### src/rtl/sevenseg_pkg.sv
// Shared seven-segment definitions: one pattern table used by both the
// forward hex-to-segment decoder and the reverse segment reader.
package sevenseg_pkg;

    // Active-low segment pattern, bit order {g,f,e,d,c,b,a}.
    typedef logic [6:0] seg_t;

    localparam seg_t SEG_0     = 7'h40;
    localparam seg_t SEG_1     = 7'h79;
    localparam seg_t SEG_2     = 7'h24;
    localparam seg_t SEG_3     = 7'h30;
    localparam seg_t SEG_4     = 7'h19;
    localparam seg_t SEG_5     = 7'h12;
    localparam seg_t SEG_6     = 7'h02;
    localparam seg_t SEG_7     = 7'h78;
    localparam seg_t SEG_8     = 7'h00;
    localparam seg_t SEG_9     = 7'h10;
    localparam seg_t SEG_A     = 7'h08;
    localparam seg_t SEG_B     = 7'h03;
    localparam seg_t SEG_C     = 7'h46;
    localparam seg_t SEG_D     = 7'h21;
    localparam seg_t SEG_E     = 7'h06;
    localparam seg_t SEG_F     = 7'h0E;
    localparam seg_t SEG_BLANK = 7'h7F;

    // Candidate tracker states of the reader.
    typedef enum logic [1:0] {
        EMPTY = 2'd0,
        TRACK = 2'd1,
        HELD  = 2'd2
    } rd_state_t;

endpackage

### src/rtl/sevenseg_pattern_decode.sv
// Combinational reverse decode: segment pattern -> nibble plus blank/error flags.
module sevenseg_pattern_decode
    import sevenseg_pkg::*;
(
    input  seg_t       seg_i,
    output logic [3:0] nibble_o,
    output logic       blank_o,
    output logic       err_o
);

    // Map canonical glyphs back to their value; anything unknown is flagged.
    always_comb begin
        // NOTE: every output gets a default first so no path through the case infers a latch.
        nibble_o = 4'h0;
        blank_o  = 1'b0;
        err_o    = 1'b0;
        case (seg_i)
            SEG_0:     nibble_o = 4'h0;
            SEG_1:     nibble_o = 4'h1;
            SEG_2:     nibble_o = 4'h2;
            SEG_3:     nibble_o = 4'h3;
            SEG_4:     nibble_o = 4'h4;
            SEG_5:     nibble_o = 4'h5;
            SEG_6:     nibble_o = 4'h6;
            SEG_7:     nibble_o = 4'h7;
            SEG_8:     nibble_o = 4'h8;
            SEG_9:     nibble_o = 4'h9;
            SEG_A:     nibble_o = 4'hA;
            SEG_B:     nibble_o = 4'hB;
            SEG_C:     nibble_o = 4'hC;
            SEG_D:     nibble_o = 4'hD;
            SEG_E:     nibble_o = 4'hE;
            SEG_F:     nibble_o = 4'hF;
            SEG_BLANK: blank_o  = 1'b1;
            default:   err_o    = 1'b1;
        endcase
    end

endmodule

### src/rtl/sevenseg_reader.sv
// Recovers hex digits from a scanned active-low seven-segment bus. A sample
// must repeat STABLE_CNT times before it is committed to the digit bank.
module sevenseg_reader
    import sevenseg_pkg::*;
#(
    parameter  int NUM_DIGITS = 6,
    parameter  int STABLE_CNT = 3,
    localparam int IDX_W      = (NUM_DIGITS > 1) ? $clog2(NUM_DIGITS) : 1
) (
    input  logic                    clk,
    input  logic                    rst_n,
    input  logic                    in_valid,
    input  logic [IDX_W-1:0]        in_digit,
    input  logic [6:0]              in_segments,
    output logic [4*NUM_DIGITS-1:0] value,
    output logic [NUM_DIGITS-1:0]   blank,
    output logic [NUM_DIGITS-1:0]   err,
    output logic                    upd_valid,
    output logic [IDX_W-1:0]        upd_digit
);

    localparam logic [IDX_W:0] DIGIT_LIM  = (IDX_W + 1)'(NUM_DIGITS);
    localparam logic [3:0]     STABLE_LIM = 4'(STABLE_CNT);

    // Stage 1 state: candidate sample and its run length.
    rd_state_t        state_q, state_d;
    logic [IDX_W-1:0] cand_digit_q, cand_digit_d;
    seg_t             cand_seg_q, cand_seg_d;
    logic [3:0]       count_q, count_d;
    logic             commit_q, commit_d;

    // Stage 2 state: the per-digit register bank.
    logic [NUM_DIGITS-1:0][3:0] value_q;
    logic [NUM_DIGITS-1:0]      blank_q;
    logic [NUM_DIGITS-1:0]      err_q;
    logic                       upd_valid_q;
    logic [IDX_W-1:0]           upd_digit_q;

    logic       accepted;
    logic       same_as_cand;
    logic [3:0] dec_nibble;
    logic       dec_blank;
    logic       dec_err;

    // Out-of-range digit indices are invisible to the tracker.
    assign accepted     = in_valid && ({1'b0, in_digit} < DIGIT_LIM);
    assign same_as_cand = (in_digit == cand_digit_q) && (in_segments == cand_seg_q);

    // Candidate tracker: count identical accepted samples, fire commit once per run.
    always_comb begin
        state_d      = state_q;
        cand_digit_d = cand_digit_q;
        cand_seg_d   = cand_seg_q;
        count_d      = count_q;
        commit_d     = 1'b0;
        if (accepted) begin
            if ((state_q != EMPTY) && same_as_cand) begin
                // HELD absorbs repeats; only TRACK advances towards a commit.
                if (state_q == TRACK) begin
                    count_d = count_q + 4'd1;
                    if (count_d == STABLE_LIM) begin
                        state_d  = HELD;
                        commit_d = 1'b1;
                    end
                end
            end else begin
                cand_digit_d = in_digit;
                cand_seg_d   = in_segments;
                count_d      = 4'd1;
                if (STABLE_LIM == 4'd1) begin
                    state_d  = HELD;
                    commit_d = 1'b1;
                end else begin
                    state_d = TRACK;
                end
            end
        end
    end

    // Stage 1 registers; reset discards any partial candidate and pending commit.
    always_ff @(posedge clk or negedge rst_n) begin
        if (!rst_n) begin
            state_q      <= EMPTY;
            cand_digit_q <= '0;
            cand_seg_q   <= SEG_BLANK;
            count_q      <= 4'd0;
            commit_q     <= 1'b0;
        end else begin
            // NOTE: non-blocking assignments keep every register sampling pre-edge values.
            state_q      <= state_d;
            cand_digit_q <= cand_digit_d;
            cand_seg_q   <= cand_seg_d;
            count_q      <= count_d;
            commit_q     <= commit_d;
        end
    end

    // The candidate registers still hold the committed sample during the commit cycle.
    sevenseg_pattern_decode u_decode (
        .seg_i    (cand_seg_q),
        .nibble_o (dec_nibble),
        .blank_o  (dec_blank),
        .err_o    (dec_err)
    );

    // Digit bank write: only the committed digit changes, plus a one-cycle update pulse.
    always_ff @(posedge clk or negedge rst_n) begin
        if (!rst_n) begin
            // NOTE: the bank is small and its reset state is observable, so it is reset explicitly.
            value_q     <= '0;
            blank_q     <= '1;
            err_q       <= '0;
            upd_valid_q <= 1'b0;
            upd_digit_q <= '0;
        end else begin
            upd_valid_q <= commit_q;
            if (commit_q) begin
                value_q[cand_digit_q] <= dec_nibble;
                blank_q[cand_digit_q] <= dec_blank;
                err_q[cand_digit_q]   <= dec_err;
                upd_digit_q           <= cand_digit_q;
            end
        end
    end

    assign value     = value_q;
    assign blank     = blank_q;
    assign err       = err_q;
    assign upd_valid = upd_valid_q;
    assign upd_digit = upd_digit_q;

endmodule

### config.mk
export PLATFORM = sky130hd
export DESIGN_NAME = sevenseg_reader
export DESIGN_NICKNAME = d
export VERILOG_FILES = /design/src/rtl/sevenseg_pkg.sv /design/src/rtl/sevenseg_pattern_decode.sv /design/src/rtl/sevenseg_reader.sv
export SDC_FILE = /design/constraint.sdc
export NUM_CORES = 1
export LEC_CHECK = 0
export CORE_MARGIN = 2
export CORE_UTILIZATION = 58
export CTS_BUF_LIST = sky130_fd_sc_hd__clkbuf_4
export DETAILED_ROUTE_END_ITERATION = 7
export GPL_TIMING_DRIVEN = 0
export PLACE_DENSITY = 0.92
export RECOVER_POWER = 50
export SLEW_MARGIN = 20
export SYNTH_ARGS = -nofsm -noshare
export SYNTH_HDL_FRONTEND = slang
export SYNTH_SLANG_ARGS = --single-unit
### constraint.sdc
create_clock -name clk -period 3.4 [get_ports clk]
set_clock_uncertainty 0.15 [all_clocks]
set_input_delay 0.51 -clock clk [delete_from_list [all_inputs] [get_ports clk]]
set_output_delay 0.51 -clock clk [all_outputs]
set_load 0.02 [all_outputs]
==> flow_summary.json <==
{
  "status": "completed",
  "cp.required_ns": 3.53,
  "yosys_warnings": 0,
  "cts_buffers": 9,
  "cap_violations": 0,
  "netlist_instances": 298,
  "setup_tns_ns": 0,
  "postRouteAntennaNets": 0,
  "ys_ff_latch": 57,
  "port_buffers": 52,
  "relSlewSlack": 0.0804,
  "hold_buffers": 0,
  "first_pass_iters": 4,
  "rows": 25,
  "initial_core_util": 0.608,
  "drtIter0Drc": 164,
  "p_leak_nw": 1.48,
  "swShare": 0.305,
  "drt-vias-per-instance": 5.75,
  "synth-edff-count": 0,
  "seq_power_share": 0.524,
  "power_mw": 1.36,
  "fp.dieW_um": 74.8,
  "clock_latency_ns": 0.41,
  "die_y_um": 74.8,
  "antenna_found_initial": 0,
  "detail_route.wl_per_cell_um": 15.5,
  "final_cell_mix": "clkdlybuf4s50_1 (50), dfrtp_1 (44), nand2_1 (42), nor2_1 (29), o21ai_1 (14)",
  "cp_max_fo": 5,
  "root_buffer": "clkbuf_4",
  "max-vdd-ir-drop_mv": 0.235,
  "worstSetupEndpointType": "register",
  "die_area_um2": 5600,
  "switchingPower_uw": 414,
  "intPower_uw": 946,
  "cts_tree": "done",
  "grt_use_total": 0.261,
  "fin_crit_ns": 2.56,
  "syn_area_um2": 2910,
  "final_common_cell": "clkdlybuf4s50_1",
  "wl_mm": 6.70,
  "cp.arrival_ns": 2.70,
  "cp-start-kind": "input port",
  "final-hold-violation-count": 0,
  "fmaxAchievable_ghz": 0.390,
  "syn_avg_cell_area_um2": 9.76,
  "cts_setup_buffers": 0,
  "grt_pass1_wl_mm": 10.9,
  "globalplace.congestion": 0.820,
  "fin_crit_sh": 0.753,
  "grt_max_degree": 58,
  "worst_slew_pin_slew_ns": 1.38,
  "area_growth_pct": 23.7,
  "powerDensity_nw_per_um2": 378,
  "core_um2": 4790,
  "clk_path_buf_depth": 2,
  "nets": 376,
  "finalSetupViolations": 0,
  "worst_slack_ns": 0.839,
  "htree_levels": 3,
  "syn_nets": 313,
  "async_flop_share": 1.00,
  "synth_seq_area_share": 0.496,
  "path_class": "input port to register",
  "grt_pass1_vias": 2268,
  "slew_viol_final": 0,
  "drc_errors": 0,
  "overflow": 0,
  "pwr-share-comb": 0.177,
  "hpwl_mm": 4.84,
  "postCtsResizedCells": 0,
  "rsz0062_at_grt": "false",
  "yosysUniqueCellTypes": 60,
  "num_vias": 2490,
  "place_ws_ns": 0.895,
  "io_pins": 53,
  "insertedDiodeCount": 0,
  "clkPwrFrac": 0.299,
  "synth_ff_type": "dfrtp_1",
  "drive_gt1_frac": 0.139,
  "clk_pin_slew_ns": 0.10,
  "cts.sinks": 57,
  "hp-class": "input port to asynchronous set/reset pin",
  "final_util": 0.752
}
[power groups by stage]
stage | clock network (mW) | registers [mW] | logic (mW)
global route | 0.437 | 0.715 | 0.263
CTS | 0.411 | 0.713 | 0.246
global placement | 0 | 0.725 | 0.240
detailed placement | 0 | 0.726 | 0.245
floorplan | 0 | 0.723 | 0.175
finish | 0.406 | 0.713 | 0.241
[synth_stat cells, types with 2 or more instances]
library cell  number  area (um^2)
dfrtp_1           44         1100
nand2_1           42          158
nor2_1            29          109
o21ai_1           19         95.1
dfstp_2           13          342
a31oi_1           12         75.1
xor2_1            11         96.3
nand4_1           10         62.6
a21oi_1            9         45.0
nor3_1             9         45.0
buf_2              8         40.0
nand2b_1           7         43.8
inv_1              6         22.5
nand3_1            6         30.0
clkbuf_1           5         18.8
o21ai_0            5         25.0
nor4_1             4         25.0
mux2_4             3         45.0
o2111ai_1          3         26.3
a21boi_1           2         15.0
and3b_1            2         17.5
buf_4              2         15.0
ha_1               2         25.0
inv_2              2         7.51
mux2_2             2         22.5
nor4_4             2         42.5
o211ai_1           2         15.0
o22ai_1            2         12.5
o31ai_1            2         15.0
o32a_1             2         20.0
or2_1              2         12.5
[metrics by stage]
step | std cells | hold WS (ns) | cell area (um^2)
after floorplan | 298 | 0.0644 | 2910
after global placement | 417 | 0.301 | 3510
after detailed placement | 417 | 0.321 | 3510
after CTS | 433 | 0.00414 | 3620
after global routing | 433 | 0.361 | 3600
final | 433 | 0.263 | 3600
[sequential cells by signal, indices dropped and copies added, names as in the netlist]
| name | flops |
|---|---|
| err | 6 |
| upd_valid | 1 |
| value | 24 |
| state_q | 2 |
| count_q | 4 |
| commit_q | 1 |
| cand_digit_q | 3 |
| cand_seg_q | 7 |
| blank | 6 |
| upd_digit | 3 |
[worst max-delay path, cell delays in order]
cell and delay, ns:
dlygate4sd3_1 0.63, xor2_2 0.21, nor4_1 0.77, a31oi_4 0.23
mux2_4 0.34
[metal layers]
layer  part of all wire  track usage  up-vias
met5                  0            0        -
met4              0.014        0.125        0
met3              0.049       0.0402        8
met2               0.49        0.409       76
met1               0.45        0.359     1206
li1                   -            -     1200
[cell type report]
type	instances	area, um^2
Sequential cell	57	1440
Multi-Input combinational cell	217	1340
Fill cell	344	1190
Timing Repair Buffer	52	515
Buffer	16	83.8
Tap cell	67	83.8
Clock buffer	11	82.6
Inverter	8	30.0
Clock inverter	5	23.8
[worst paths after layout]
kind	cells past startpoint	slack, ns	to	from
max	5	0.84	cand_digit_q[1]	in_digit[2]
min	1	0.26	count_q[1]	rst_n
max reg2reg	4	1.10	cand_digit_q[1]	cand_seg_q[6]
min reg2reg	2	0.34	value[23]	value[23]
max in group asynchronous	1	2.02	cand_digit_q[1]	rst_n
min in group clk	2	0.34	value[23]	value[23]
[kinds of logic after synthesis]
family	share of synthesized area
XOR/XNOR	0.0417
adder cells (fa/ha/maj)	0.00860
buffers and inverters	0.0396
AO/OA/AOI/OAI	0.162
multiplexers	0.0267
AND/OR/NAND/NOR	0.225
flip-flops	0.496
Note: power is estimated with default switching activity, not from simulation.
